### src/rtl/sp_ram_be_clr.sv
// sp_ram_be_clr: single-port synchronous RAM with byte-enable writes,
// selectable read-during-write behaviour, optional output register,
// read-valid flag and a hardware clear engine.
//
// Ports:
//   clk      - clock, rising edge
//   rst      - asynchronous active-high reset
//   en/we    - access request (accepted when en=1 and busy=0) / write select
//   be       - byte-lane write enables (NB lanes of BW bits)
//   addr     - word address
//   din      - write data
//   clr      - clear request, sampled only while idle
//   busy     - high while the clear engine owns the RAM
//   rd_valid - one-cycle flag accompanying each read result on dout
//   dout     - read data
module sp_ram_be_clr #(
  parameter  int unsigned AW         = 5,
  parameter  int unsigned DW         = 32,
  parameter  int unsigned BW         = 8,
  parameter  int unsigned RD_MODE    = 0,
  parameter  int unsigned OUT_REG    = 1,
  parameter  int unsigned CLR_ON_RST = 1,
  localparam int unsigned NB         = DW / BW
) (
  input  logic          clk,
  input  logic          rst,
  input  logic          en,
  input  logic          we,
  input  logic [NB-1:0] be,
  input  logic [AW-1:0] addr,
  input  logic [DW-1:0] din,
  input  logic          clr,
  output logic          busy,
  output logic          rd_valid,
  output logic [DW-1:0] dout
);

  localparam int unsigned DEPTH = 2 ** AW;

  typedef enum logic {
    IDLE  = 1'b0,
    CLEAR = 1'b1
  } state_e;

  state_e        state_q, state_d;
  logic [AW-1:0] cnt_q, cnt_d;

  // S1 request registers; clr1 marks writes issued by the clear engine
  logic          v1_q, v1_d;
  logic          we1_q, we1_d;
  logic          clr1_q, clr1_d;
  logic [NB-1:0] be1_q, be1_d;
  logic [AW-1:0] addr1_q, addr1_d;
  logic [DW-1:0] din1_q, din1_d;

  // S3 output-register stage (only meaningful when OUT_REG != 0)
  logic          s3_v_q, s3_v_d;
  logic          s3_upd_q, s3_upd_d;
  logic [DW-1:0] s3_data_q, s3_data_d;

  logic          rd_valid_q, rd_valid_d;
  logic [DW-1:0] dout_q, dout_d;

  logic [DW-1:0] mem_q [DEPTH];

  logic [DW-1:0] old_word;
  logic [DW-1:0] merged_word;
  logic          acc_rv;
  logic          acc_upd;
  logic [DW-1:0] acc_data;

  assign busy     = (state_q == CLEAR);
  assign rd_valid = rd_valid_q;
  assign dout     = dout_q;

  // Access stage: current word, byte-merged write word and what dout should see
  always_comb begin
    old_word    = mem_q[addr1_q];
    merged_word = old_word;
    for (int unsigned i = 0; i < NB; i++) begin
      if (be1_q[i]) merged_word[i*BW +: BW] = din1_q[i*BW +: BW];
    end
    acc_rv   = v1_q && !we1_q;
    // Clear-engine writes and NO_CHANGE writes leave dout alone
    acc_upd  = v1_q && (!we1_q || (!clr1_q && (RD_MODE != 2)));
    acc_data = (v1_q && we1_q && (RD_MODE == 1)) ? merged_word : old_word;
  end

  // Clear FSM and S1 request mux
  always_comb begin
    state_d = state_q;
    cnt_d   = cnt_q;
    v1_d    = en;
    we1_d   = we;
    clr1_d  = 1'b0;
    be1_d   = be;
    addr1_d = addr;
    din1_d  = din;
    case (state_q)
      IDLE: begin
        if (clr) begin
          state_d = CLEAR;
          cnt_d   = '0;
        end
      end
      CLEAR: begin
        // Engine owns S1; any external request this cycle is dropped
        v1_d    = 1'b1;
        we1_d   = 1'b1;
        clr1_d  = 1'b1;
        be1_d   = '1;
        addr1_d = cnt_q;
        din1_d  = '0;
        cnt_d   = cnt_q + AW'(1);
        if (cnt_q == {AW{1'b1}}) state_d = IDLE;
      end
      default: state_d = IDLE;
    endcase
  end

  // Output path, with or without the extra register stage
  always_comb begin
    s3_v_d    = acc_rv;
    s3_upd_d  = acc_upd;
    s3_data_d = acc_data;
    if (OUT_REG != 0) begin
      rd_valid_d = s3_v_q;
      dout_d     = s3_upd_q ? s3_data_q : dout_q;
    end else begin
      rd_valid_d = acc_rv;
      dout_d     = acc_upd ? acc_data : dout_q;
    end
  end

  always_ff @(posedge clk or posedge rst) begin
    if (rst) begin
      state_q    <= (CLR_ON_RST != 0) ? CLEAR : IDLE;
      cnt_q      <= '0;
      v1_q       <= 1'b0;
      we1_q      <= 1'b0;
      clr1_q     <= 1'b0;
      be1_q      <= '0;
      addr1_q    <= '0;
      din1_q     <= '0;
      s3_v_q     <= 1'b0;
      s3_upd_q   <= 1'b0;
      s3_data_q  <= '0;
      rd_valid_q <= 1'b0;
      dout_q     <= '0;
    end else begin
      state_q    <= state_d;
      cnt_q      <= cnt_d;
      v1_q       <= v1_d;
      we1_q      <= we1_d;
      clr1_q     <= clr1_d;
      be1_q      <= be1_d;
      addr1_q    <= addr1_d;
      din1_q     <= din1_d;
      s3_v_q     <= s3_v_d;
      s3_upd_q   <= s3_upd_d;
      s3_data_q  <= s3_data_d;
      rd_valid_q <= rd_valid_d;
      dout_q     <= dout_d;
    end
  end

  // Storage array; contents are deliberately not reset
  always_ff @(posedge clk) begin
    if (v1_q && we1_q) mem_q[addr1_q] <= merged_word;
  end

endmodule

### config.mk
export PLATFORM = sky130hd
export DESIGN_NAME = sp_ram_be_clr
export DESIGN_NICKNAME = d
export VERILOG_FILES = /design/src/rtl/sp_ram_be_clr.sv
export SDC_FILE = /design/constraint.sdc
export NUM_CORES = 1
export LEC_CHECK = 0
export BUFFER_PORTS_ARGS = -buffer_cell sky130_fd_sc_hd__buf_2
export CORE_MARGIN = 1
export CORE_UTILIZATION = 40
export CTS_CLUSTER_SIZE = 16
export DETAILED_ROUTE_END_ITERATION = 8
export SLEW_MARGIN = 20
export SYNTH_ARGS = -nofsm -noshare
export SYNTH_HDL_FRONTEND = slang
export SYNTH_SLANG_ARGS = --single-unit
### constraint.sdc
create_clock -name clk -period 4.5 [get_ports clk]
set_clock_uncertainty 0.15 [all_clocks]
set_input_delay 0.225 -clock clk [delete_from_list [all_inputs] [get_ports clk]]
set_output_delay 0.225 -clock clk [all_outputs]
set_load 0.03 [all_outputs]
Word-level counts from Yosys, hierarchy flattened

Memories as Yosys holds them, arrays and structs flattened.
Index checks and enable logic that the tools add are counted.

Multiplexer cells: 17
Eq/ne operators: 2
Reduce and logical (&&, ||, !) cells: 6
Add/subtract/negate cells: 1
Bitwise logic cells: 1

Operators with widths:

| operator                                     | count |
|---|---|
| two-way mux 32 bit                           | 1 |
| two-way mux 8 bit                            | 4 |
| two-way mux 5 bit                            | 2 |
| one-hot mux 5 bit (2 select lines)           | 1 |
| two-way mux 1 bit                            | 7 |
| adder 5 x 1 -> 5 bit, second input constant  | 1 |
| == test 5 bit, second input constant         | 1 |
| two-way mux 4 bit                            | 1 |
| logical AND 1 bit                            | 3 |
| logical NOT 1 bit                            | 2 |
| inequality test 2 bit, second input constant | 1 |
| one-hot mux 1 bit (2 select lines)           | 1 |
| logical OR 1 bit                             | 1 |
| NOT 1 bit                                    | 1 |

Register bits after elaboration: 117
Memories kept: 1
Output and inout bits: 34
Input port bits: 46
Memory bits (writable): 1024

Memories:

| memory | words | bits a word | read ports | clocked after Yosys merged registers in | wr ports | line | RTL |
|---|---|---|---|---|---|---|---|
| mem_q  | 32    | 32          | 1          | 0                                       | 1        | 64   | `logic [DW-1:0] mem_q [DEPTH];` |

Depth between registers and ports, before layout

Gate-level depths: netlist of run 1.

Depth in word-level cells: 3
Gate-level depth with buffers: 8
Gate-level depth less buffers: 4

Worst setup path before layout of run 1

Ideal clock, no wire load.

Path type: register to register
Start point: register addr1_q[1]
End point: memory mem_q[26][0] (enable)
Required time: 3889 ps
Period minus slack after synthesis: 4190 ps
Cell stages (with the launch flop): 7
Slack: 310 ps
Library setup time: 461 ps
Arrival time: 3579 ps
Buffers on the path: 4
Cell sequence: dfrtp_1 -> buf_2 -> buf_2 -> buf_2 -> buf_2 -> nand4b_1 -> nor3_1

RTL lines:

| element                  | line | RTL |
|---|---|---|
| start: declaration       | 53   | `logic [AW-1:0] addr1_q, addr1_d;` |
| start signal: assignment | 157  | `addr1_q <= addr1_d;` |
| end: declaration         | 64   |  |

No word-level cell before the write port.

Worst setup path in the final report of run 1

Start point: register addr1_q[2]
End point: memory mem_q[10][26], data pin

Word-level cells in the longest chain between the ends: 2

RTL lines:

| element                   | line | RTL |
|---|---|---|
| memory (32 x 32 bit)      | -    |  |
| two-way mux 8 bit         | 81   | `if (be1_q[i]) merged_word[i*BW +: BW] = din1_q[i*BW +: BW];` |
| named net merged_word[26] | 67   | `logic [DW-1:0] merged_word;` |

The timed path passes the listed nets, and every way through them passes these cells.

==> reports/qor.csv, run 1 <==
stage,metric,value,unit
global_route,antenna violations before repair,0,
worst_setup_path,Crit Path Max Fanout,27,
clocking,Sinks on Clock Net,1141,
job,Max Cap Violations,0,
worst_setup_path,critical setup path kind,reg2reg,
finish,fin nets,2655,
power_and_ir_drop,power density over the cells,651,nW/um2
synth,syn_nets,2422,
finish,layout cells sized above 1,19.4,%
sta,Tmin final,3.93,ns
detailed_routing,routed wire length,108,mm
detailed_routing,top routing layer in use,met4,
synth,Post-synth ARST share,10.3,%
detailed_routing,WL per Instance,26.3,um
place,Port Buffers,79,
global_route,largest net degree at the start of global routing,87,
sta,final hold viol count,0,
die,core outline area,107000,um2
clocking,latest clock arrival within the worst-skew pair,0.68,ns
sta,max_slew headroom,30.6,%
detailed_routing,routed via count,22700,
worst_setup_path,CP endpoint kind,flip-flop,
sta,RSZ-0062 raised after global routing,no,
synth,Syn Inst Count,2374,
sta,Slew Limit Fails,0,
synth,Yosys warnings,0,
clocking,root buffer cell,clkbuf_16,
detailed_routing,DRT antenna net count,0,
place,gpl congestion,0.791,
sta,setup slack after layout,0.565,ns
detailed_routing,M1 wire length,44.9,mm
sta,fin crit share,87.4,%
outcome,status,"complete, no violations",
power_and_ir_drop,Lkg Pwr,18.3,nW
die,Die Height,331,um
finish,Final Instance Area,50800,um2
die,Initial Util,40.4,%
synth,most instantiated library cell after synthesis,edfxtp_1,
min_path,worst hold-check path type,in2reg,
detailed_routing,vias per inst,5.52,
place,placed cell areas,46600,um2
clocking,H-tree Lvls,3,
power_and_ir_drop,Final Power,0.0331,W
die,I/O Pins,80,
die,full die area,110000,um2
detailed_routing,drt first pass iters,5,
synth,"EDFF count, synth",1024,
synth,top cell type's share of synthesized area,71.0,%
detailed_routing,DRC viols,0,
synth,predominant post-synthesis flop cell,edfxtp_1,
worst_setup_path,CP required,4.75,ns
detailed_routing,Iter 0 DRT Violations,1807,
worst_setup_path,Critical Path AT,4.19,ns
synth,Synth area leaders,"edfxtp_1 (71%), mux2i_1 (12%), dfrtp_1 (6.7%), o22ai_1 (3.4%), mux2_2 (0.96%)",
power_and_ir_drop,Max IR drop VDD,0.000335,V
synth,sequential fraction of the synthesis area,77.8,%
synth,register bit count reported by yosys,1141,
finish,ANT cells,0,
sta,Setup TNS Final,0,ns
detailed_routing,WL met3,6.06,mm
die,die extent in x,331,um
clocking,Max clock buf depth,3,
sta,# setup viols final,0,
worst_setup_path,Startpoint Class,flip-flop,
synth,synth unique cells,40,
place,worst slack at placement,0.545,ns
detailed_routing,Detail Route met2 WL,54.7,mm
sta,Peak Freq,254,MHz
clocking,Clock transition at path regs,0.06,ns
global_route,GR Util All Layers,19.7,%
global_route,first-pass GRT wire length,156,mm
synth,Synth Cell Area,43300,um2
clocking,CTS tree,yes,
place,post-DP HPWL,61.8,mm
clocking,post-CTS setup buffers,0,
die,row cnt,120,
finish,Layout area overhead,17.3,%
synth,biggest area consumer among synthesized cells,edfxtp_1,
synth,Mean Syn Cell Area,18.2,um2
synth,"top cells by count, synth","edfxtp_1 (1024), mux2i_1 (513), o22ai_1 (234)",
clocking,TritonCTS Buffers,113,
sta,measured slew at the worst slew-check pin,1.04,ns
global_route,vias in the first global route,22700,
global_route,GR Overflow Total,0,
## metrics by stage
step	hold slack [ns]	utilization, %	instances
2_1_floorplan	0.181	-	2374
3_3_place_gp	0.191	43.4	3850
3_5_place_dp	0.198	43.4	3850
4_1_cts	0.0737	47.3	4106
5_1_grt	0.118	47.4	4106
6_report	0.111	47.4	4106
## critical path: stages, from the launching register on
cell and delay, ns:
dfrtp_1 0.85, or4_2 0.78, buf_4 0.35, o22ai_1 0.11, nor4_1 0.57, a31oi_2 0.46
buf_4 0.35
## final cells by class
| type | count | area [um2] |
|---|---|---|
| well taps | 1403 | 1760 |
| clock inverters | 63 | 686 |
| inverters | 5 | 23.8 |
| clock buffers | 148 | 3040 |
| fillers | 8945 | 56400 |
| flip-flops and latches | 1141 | 33700 |
| repair buffers | 258 | 2190 |
| multi-input cells | 1088 | 9410 |
## registers in the layout, summed over array words and instances, names as in the netlist, 4 cells and up
signal     count
dout          32
be1_q          4
s3_data_q     32
cnt_q          5
addr1_q        5
mem_q       1024
din1_q        32
## layer usage
| metal | vias up | global-route usage, % |
|---|---|---|
| met3 | 142 | 2.65 |
| met1 | 11900 | 26.1 |
| met5 | - | 0 |
| met4 | 0 | 5.64 |
| met2 | 671 | 34.0 |
| li1 | 9984 | - |
## timing repair
action                                  4_1_cts  5_1_grt
hold buffers                                 45        0
endpoints found under the hold margin       133        0
endpoints found under the setup margin        0        0
gates resized for setup                       0        0
## placed cells by master (no fill, tap or decap), types with 27 or more instances in the layout
| cell | instances |
|---|---|
| nor2_4 | 28 |
| nor2b_1 | 33 |
| dlygate4sd3_1 | 45 |
| nand2_1 | 39 |
| mux2_2 | 37 |
| buf_4 | 107 |
| o22ai_1 | 234 |
| edfxtp_1 | 1024 |
| dfrtp_1 | 114 |
| nor4_1 | 62 |
| mux2i_1 | 513 |
| clkbuf_1 | 28 |
| clkbuf_16 | 114 |
| buf_2 | 79 |
| buf_12 | 27 |
| nor2_1 | 35 |
## worst paths after layout
kind / startpoint / to / slack, ns / cells past startpoint
setup / recovery: addr1_q[2] / mem_q[10][26] / 0.57 / 6
max in group asynchronous: rst / din1_q[17] / 2.99 / 4
hold reg to reg: rd_valid_d / rd_valid / 0.22 / 0
hold / removal: be[3] / be1_q[3] / 0.11 / 3
setup reg to reg: addr1_q[2] / mem_q[10][26] / 0.57 / 6
min in group asynchronous: rst / dout[8] / 0.12 / 3
## logic make-up (layout without fill, tap and decap cells)
| group | Yosys count | after routing | share of synthesized area, % |
|---|---|---|---|
| compound gates | 294 | 294 | 4.56 |
| buf+inv | 145 | 474 | 1.72 |
| mux | 550 | 550 | 12.8 |
| fa+ha+maj | 2 | 2 | 0.0578 |
| simple gates | 240 | 240 | 3.02 |
| flops | 1141 | 1141 | 77.8 |
| xor+xnor | 2 | 2 | 0.0405 |
## report_power, final
| part | total, W | internal (W) | switching, W |
|---|---|---|---|
| Sequential | 0.0143 | 0.0137 | 0.000619 |
| Clock | 0.00944 | 0.00555 | 0.00389 |
| Combinational | 0.00931 | 0.00324 | 0.00607 |
(Power assumes the default switching activity.)
==> run 2: changes to the inputs <==
--- a/config.mk
+++ b/config.mk
@@ -5,11 +5,11 @@
 export SDC_FILE = /design/constraint.sdc
 export NUM_CORES = 1
 export LEC_CHECK = 0
-export BUFFER_PORTS_ARGS = -buffer_cell sky130_fd_sc_hd__buf_2
 export CORE_MARGIN = 1
 export CORE_UTILIZATION = 40
 export CTS_CLUSTER_SIZE = 16
 export DETAILED_ROUTE_END_ITERATION = 8
+export DONT_BUFFER_PORTS = 1
 export SLEW_MARGIN = 20
 export SYNTH_ARGS = -nofsm -noshare
 export SYNTH_HDL_FRONTEND = slang
==> run 2 against run 1 <==
Worst hold slack worse by 0.087 ns. Power rose by 0.11%. Final area down 0.40%. Critical path depth stayed put. Global-route usage rose by 1.7 points. Largest power group unchanged.
==> reports/qor.csv, run 2 (same netlist as run 1, synthesis figures left out) <==
stage,metric,value,unit
sta,Tmin final,3.80,ns
detailed_routing,drt first pass iters,5,
finish,Biggest register,mem_q,
clocking,root buffer cell,clkbuf_16,
sta,RSZ-0062 raised after global routing,no,
clocking,H-tree Lvls,3,
worst_setup_path,worst r2r dst,mem_q[24][25],
worst_setup_path,Startpoint Class,flip-flop,
clocking,Post-CTS Resized,0,
global_route,GR Overflow Total,0,
sta,measured slew at the worst slew-check pin,1.02,ns
detailed_routing,Iter 0 DRT Violations,2358,
outcome,status,"complete, no violations",
clocking,Clock transition at path regs,0.06,ns
finish,layout cells sized above 1,17.2,%
sta,final hold viol count,0,
clocking,Sinks on Clock Net,1141,
sta,# setup viols final,0,
place,Port Buffers,0,
power_and_ir_drop,Lkg Pwr,18.0,nW
global_route,largest net degree at the start of global routing,79,
die,core outline area,107000,um2
job,Max Cap Violations,0,
place,gpl congestion,0.816,
worst_setup_path,reg2reg setup slack,0.70,ns
global_route,first-pass GRT wire length,166,mm
detailed_routing,DRC viols,0,
finish,fin nets,2587,
global_route,vias in the first global route,23100,
clocking,latest clock arrival within the worst-skew pair,0.70,ns
worst_setup_path,Critical Path End,mem_q[24][25],
worst_setup_path,CP endpoint kind,flip-flop,
finish,"commonest non-fill, non-tap cell in the layout",edfxtp_1,
min_path,worst hold-check path type,in2async,
detailed_routing,vias per inst,5.69,
detailed_routing,DRT antenna net count,0,
worst_setup_path,Critical Path AT,4.06,ns
worst_setup_path,critical setup path kind,reg2reg,
finish,FF/Latch Area,33700,um2
worst_setup_path,Register-to-Register Path Depth,6,
detailed_routing,WL per Instance,28.9,um
finish,Multi-input gate area,9490,um2
sta,fin crit share,84.4,%
clocking,CTS tree,yes,
sta,Setup TNS Final,0,ns
die,Die Height,331,um
place,post-DP HPWL,65.1,mm
finish,# fillers,8963,
detailed_routing,routed via count,23000,
die,Initial Util,40.4,%
die,full die area,110000,um2
finish,most frequent cells in the layout,"edfxtp_1 (1024), mux2i_1 (513), o22ai_1 (234)",
detailed_routing,routed wire length,117,mm
power_and_ir_drop,Max IR drop VDD,0.000323,V
die,die extent in x,331,um
worst_setup_path,origin of the worst setup path,addr1_q[4],
power_and_ir_drop,power density over the cells,655,nW/um2
worst_setup_path,CP required,4.76,ns
sta,max_slew headroom,31.3,%
clocking,TritonCTS Buffers,112,
power_and_ir_drop,Final Power,0.0331,W
finish,Final Instance Area,50600,um2
die,row cnt,120,
global_route,antenna violations before repair,0,
sta,Peak Freq,263,MHz
place,placed cell areas,46300,um2
sta,Slew Limit Fails,0,
clocking,Max clock buf depth,3,
worst_setup_path,Crit Path Max Fanout,24,
finish,Layout area overhead,16.8,%
worst_setup_path,Reg-to-Reg Start,addr1_q[4],
finish,max reg flops,1024,
die,I/O Pins,80,
global_route,GR Util All Layers,21.4,%
## run 2: cell types whose count changed in the layout (fill, tap and decap cells not counted), sizes merged, moves of 2 or more
cell      delta
buf         -68
inv          -3
clkinv       +5
clkbuf       +3
bufinv       -2
clkinvlp     -2
## run 2: worst min path at each step
| stage | start | endpoint | depth (start not counted) |
|---|---|---|---|
| after floorplan | rd_valid_d | rd_valid | 0 |
| after global placement | rst | dout[5] | 1 |
| after detailed placement | rst | din1_q[5] | 1 |
| after CTS | we | we1_q | 2 |
| after global routing | we | we1_q | 2 |
| final | rst | dout[5] | 2 |
## run 2: metrics by stage
step | worst slack [ns] | hold slack (ns) | std cells | util [%]
2_1_floorplan | 0.310 | 0.181 | 2374 | -
3_3_place_gp | 0.805 | 0.122 | 3782 | 43.2
3_5_place_dp | 0.554 | 0.136 | 3782 | 43.2
4_1_cts | 0.531 | 0.00763 | 4040 | 47.1
5_1_grt | 0.545 | 0.0206 | 4040 | 47.2
6_report | 0.702 | 0.0232 | 4041 | 47.2
## run 2: final cells by class
class / count / area share (%)
Tap cell: 1403 / 3.47
Multi-Input combinational cell: 1088 / 18.8
Sequential cell: 1141 / 66.6
Clock inverter: 61 / 1.30
Antenna cell: 1 / 0.00495
Clock buffer: 151 / 5.93
Inverter: 5 / 0.0470
Timing Repair Buffer: 191 / 3.90
## run 2: report_power, final
part / switching [W] / total [W] / internal, W
combinational: 0.00595 / 0.00916 / 0.00321
clock: 0.00391 / 0.00929 / 0.00537
sequential: 0.000956 / 0.0147 / 0.0137
total: 0.0108 / 0.0331 / 0.0223
## run 2: worst max-delay path: stages, from the launching register on
cell and delay, ns:
dfrtp_1 0.76, nand4bb_2 0.65, buf_12 0.32, o22ai_1 0.11, nor4_1 0.70, a31oi_2 0.48
buf_4 0.32
## run 2: what timing repair did
item,4_1_cts,5_1_grt
hold buffers,46,0
buffers inserted,0,0
endpoints found under the hold margin,126,0
## run 2: routing by layer
layer  global-route usage (%)  routed length (um)  vias to the layer above  part of all wire (%)
met5                        0                   0                        -                     0
met4                     6.61                3610                        0                   3.1
met3                     3.19                7640                      229                   6.5
met2                     36.1               57600                      858                    49
met1                     28.7               47800                    12100                    41
li1                         -                   -                     9858                     -
==> run 3: changes to the inputs <==
==> constraint.sdc (replaced) <==
create_clock -name clk -period 3.4 [get_ports clk]
set_clock_uncertainty 0.15 [all_clocks]
set_input_delay 0.17 -clock clk [delete_from_list [all_inputs] [get_ports clk]]
set_output_delay 0.17 -clock clk [all_outputs]
set_load 0.03 [all_outputs]
==> run 3 against run 2 <==
Non-clock buffer count is 77 higher. Final area up 1.8%. Combinational power is 40% higher. Final cell count is 2.0% higher. Fmax rose by 15%. Sequential power up 31%. Largest cell class unchanged. First-iteration DRC count fell by 16%. Via count increased by 1.2%. Clock power grew 35%. Critical path type unchanged. Wire length rose by 0.99%. Worst setup slack worse by 0.60 ns.
==> reports/qor.csv, run 3 (same netlist as run 1, synthesis figures left out) <==
stage,metric,value,unit
place,gpl congestion,0.820,
sta,max_slew headroom,33.4,%
die,full die area,110000,um2
die,row cnt,120,
worst_setup_path,Critical Path End,mem_q[21][12],
clocking,Clock transition at path regs,0.06,ns
sta,fin crit share,96.9,%
sta,setup slack after layout,0.106,ns
sta,# setup viols final,0,
finish,Biggest register,mem_q,
finish,ANT cells,0,
power_and_ir_drop,Lkg Pwr,18.6,nW
sta,RSZ-0062 raised after global routing,no,
worst_setup_path,Critical Path AT,3.56,ns
clocking,latest clock arrival within the worst-skew pair,0.71,ns
die,I/O Pins,80,
place,worst slack at placement,0.0138,ns
die,die extent in x,331,um
worst_setup_path,origin of the worst setup path,addr1_q[2],
finish,# fillers,8950,
finish,most frequent cells in the layout,"edfxtp_1 (1024), mux2i_1 (513), o22ai_1 (234)",
clocking,Max clock buf depth,3,
global_route,first-pass GRT wire length,166,mm
detailed_routing,DRC viols,0,
finish,"commonest non-fill, non-tap cell in the layout",edfxtp_1,
die,Die Height,331,um
detailed_routing,routed via count,23300,
sta,Setup TNS Final,0,ns
detailed_routing,drt first pass iters,5,
worst_setup_path,Reg-to-Reg Start,addr1_q[2],
global_route,antenna violations before repair,1,
worst_setup_path,CP required,3.66,ns
global_route,GR Util All Layers,21.6,%
finish,fin nets,2665,
worst_setup_path,worst r2r dst,mem_q[21][12],
place,post-DP HPWL,63.8,mm
sta,measured slew at the worst slew-check pin,0.990,ns
global_route,largest net degree at the start of global routing,57,
die,Initial Util,40.4,%
finish,Layout area overhead,19.0,%
clocking,CTS tree,yes,
detailed_routing,routed wire length,118,mm
clocking,Post-CTS Resized,0,
detailed_routing,WL per Instance,28.6,um
detailed_routing,Iter 0 DRT Violations,1971,
clocking,Sinks on Clock Net,1141,
clocking,post-CTS setup buffers,0,
sta,worst hold margin,0.0230,ns
worst_setup_path,Startpoint Class,flip-flop,
die,core outline area,107000,um2
worst_setup_path,Crit Path Max Fanout,32,
finish,layout cells sized above 1,19.2,%
place,Port Buffers,0,
worst_setup_path,reg2reg setup slack,0.11,ns
outcome,status,"complete, no violations",
worst_setup_path,Register-to-Register Path Depth,7,
min_path,worst hold-check path type,in2reg,
sta,Peak Freq,304,MHz
worst_setup_path,critical setup path kind,reg2reg,
power_and_ir_drop,Max IR drop VDD,0.000434,V
sta,final hold viol count,0,
clocking,H-tree Lvls,3,
sta,Slew Limit Fails,0,
clocking,root buffer cell,clkbuf_16,
sta,Tmin final,3.29,ns
clocking,TritonCTS Buffers,113,
detailed_routing,vias per inst,5.65,
job,Max Cap Violations,0,
global_route,GR Overflow Total,0,
worst_setup_path,CP endpoint kind,flip-flop,
global_route,vias in the first global route,23400,
detailed_routing,DRT antenna net count,0,
power_and_ir_drop,power density over the cells,864,nW/um2
finish,max reg flops,1024,
run 3: layout make-up:
class	instances	area [um2]	share of cell area, %
sequential	1141	33700	65.4
tap	1403	1760	3.41
multi-input combinational	1088	9410	18.3
clock buffer	133	2970	5.77
timing repair buffer	268	2910	5.64
inverter	5	22.5	0.0437
clock inverter	82	761	1.48
run 3: through the flow:
step / util (%) / cells / total power [W] / cell area, um2
after floorplan: - / 2374 / 0.0267 / 43300
after global placement: 43.8 / 3831 / 0.0319 / 47000
after detailed placement: 43.8 / 3831 / 0.0322 / 47000
after CTS: 48.0 / 4120 / 0.0447 / 51500
after global routing: 48.1 / 4120 / 0.0460 / 51500
final: 48.1 / 4120 / 0.0445 / 51500
run 3: per-layer routing:
metal | GRT usage [%] | up-vias | part of all wire (%)
met5 | 0 | - | 0.011
met4 | 6.72 | 2 | 3.0
met3 | 3.34 | 213 | 6.8
met2 | 36.5 | 885 | 50
met1 | 28.5 | 12200 | 41
li1 | - | 10000 | -
run 3: how the worst min path moves through the flow:
stage | from | to | slack, ns | cells after the start
floorplan | clr | cnt_q[1] | 0.13 | 1
global placement | rst | din1_q[5] | 0.05 | 1
detailed placement | rst | din1_q[5] | 0.06 | 1
CTS | din[8] | din1_q[8] | 0.0001 | 2
global route | din[22] | din1_q[22] | 0.02 | 2
finish | din[8] | din1_q[8] | 0.02 | 2
run 3: report_power, final:
group          internal [W]  total [W]  switching, W
clock               0.00711     0.0125       0.00536
sequential           0.0181     0.0193       0.00112
combinational       0.00479     0.0128       0.00798
run 3: what timing repair did:
action	in CTS	in global routing
endpoints found under the hold margin	166	0
hold buffers	74	0
setup endpoints to repair	0	0
run 3: worst max-delay path: stages (launching register included):
cell	delay, ns
dfrtp_1	0.61
or4b_2	0.50
buf_4	0.38
buf_4	0.32
o22ai_1	0.13
nor4_1	0.47
a31oi_2	0.14
buf_4	0.28
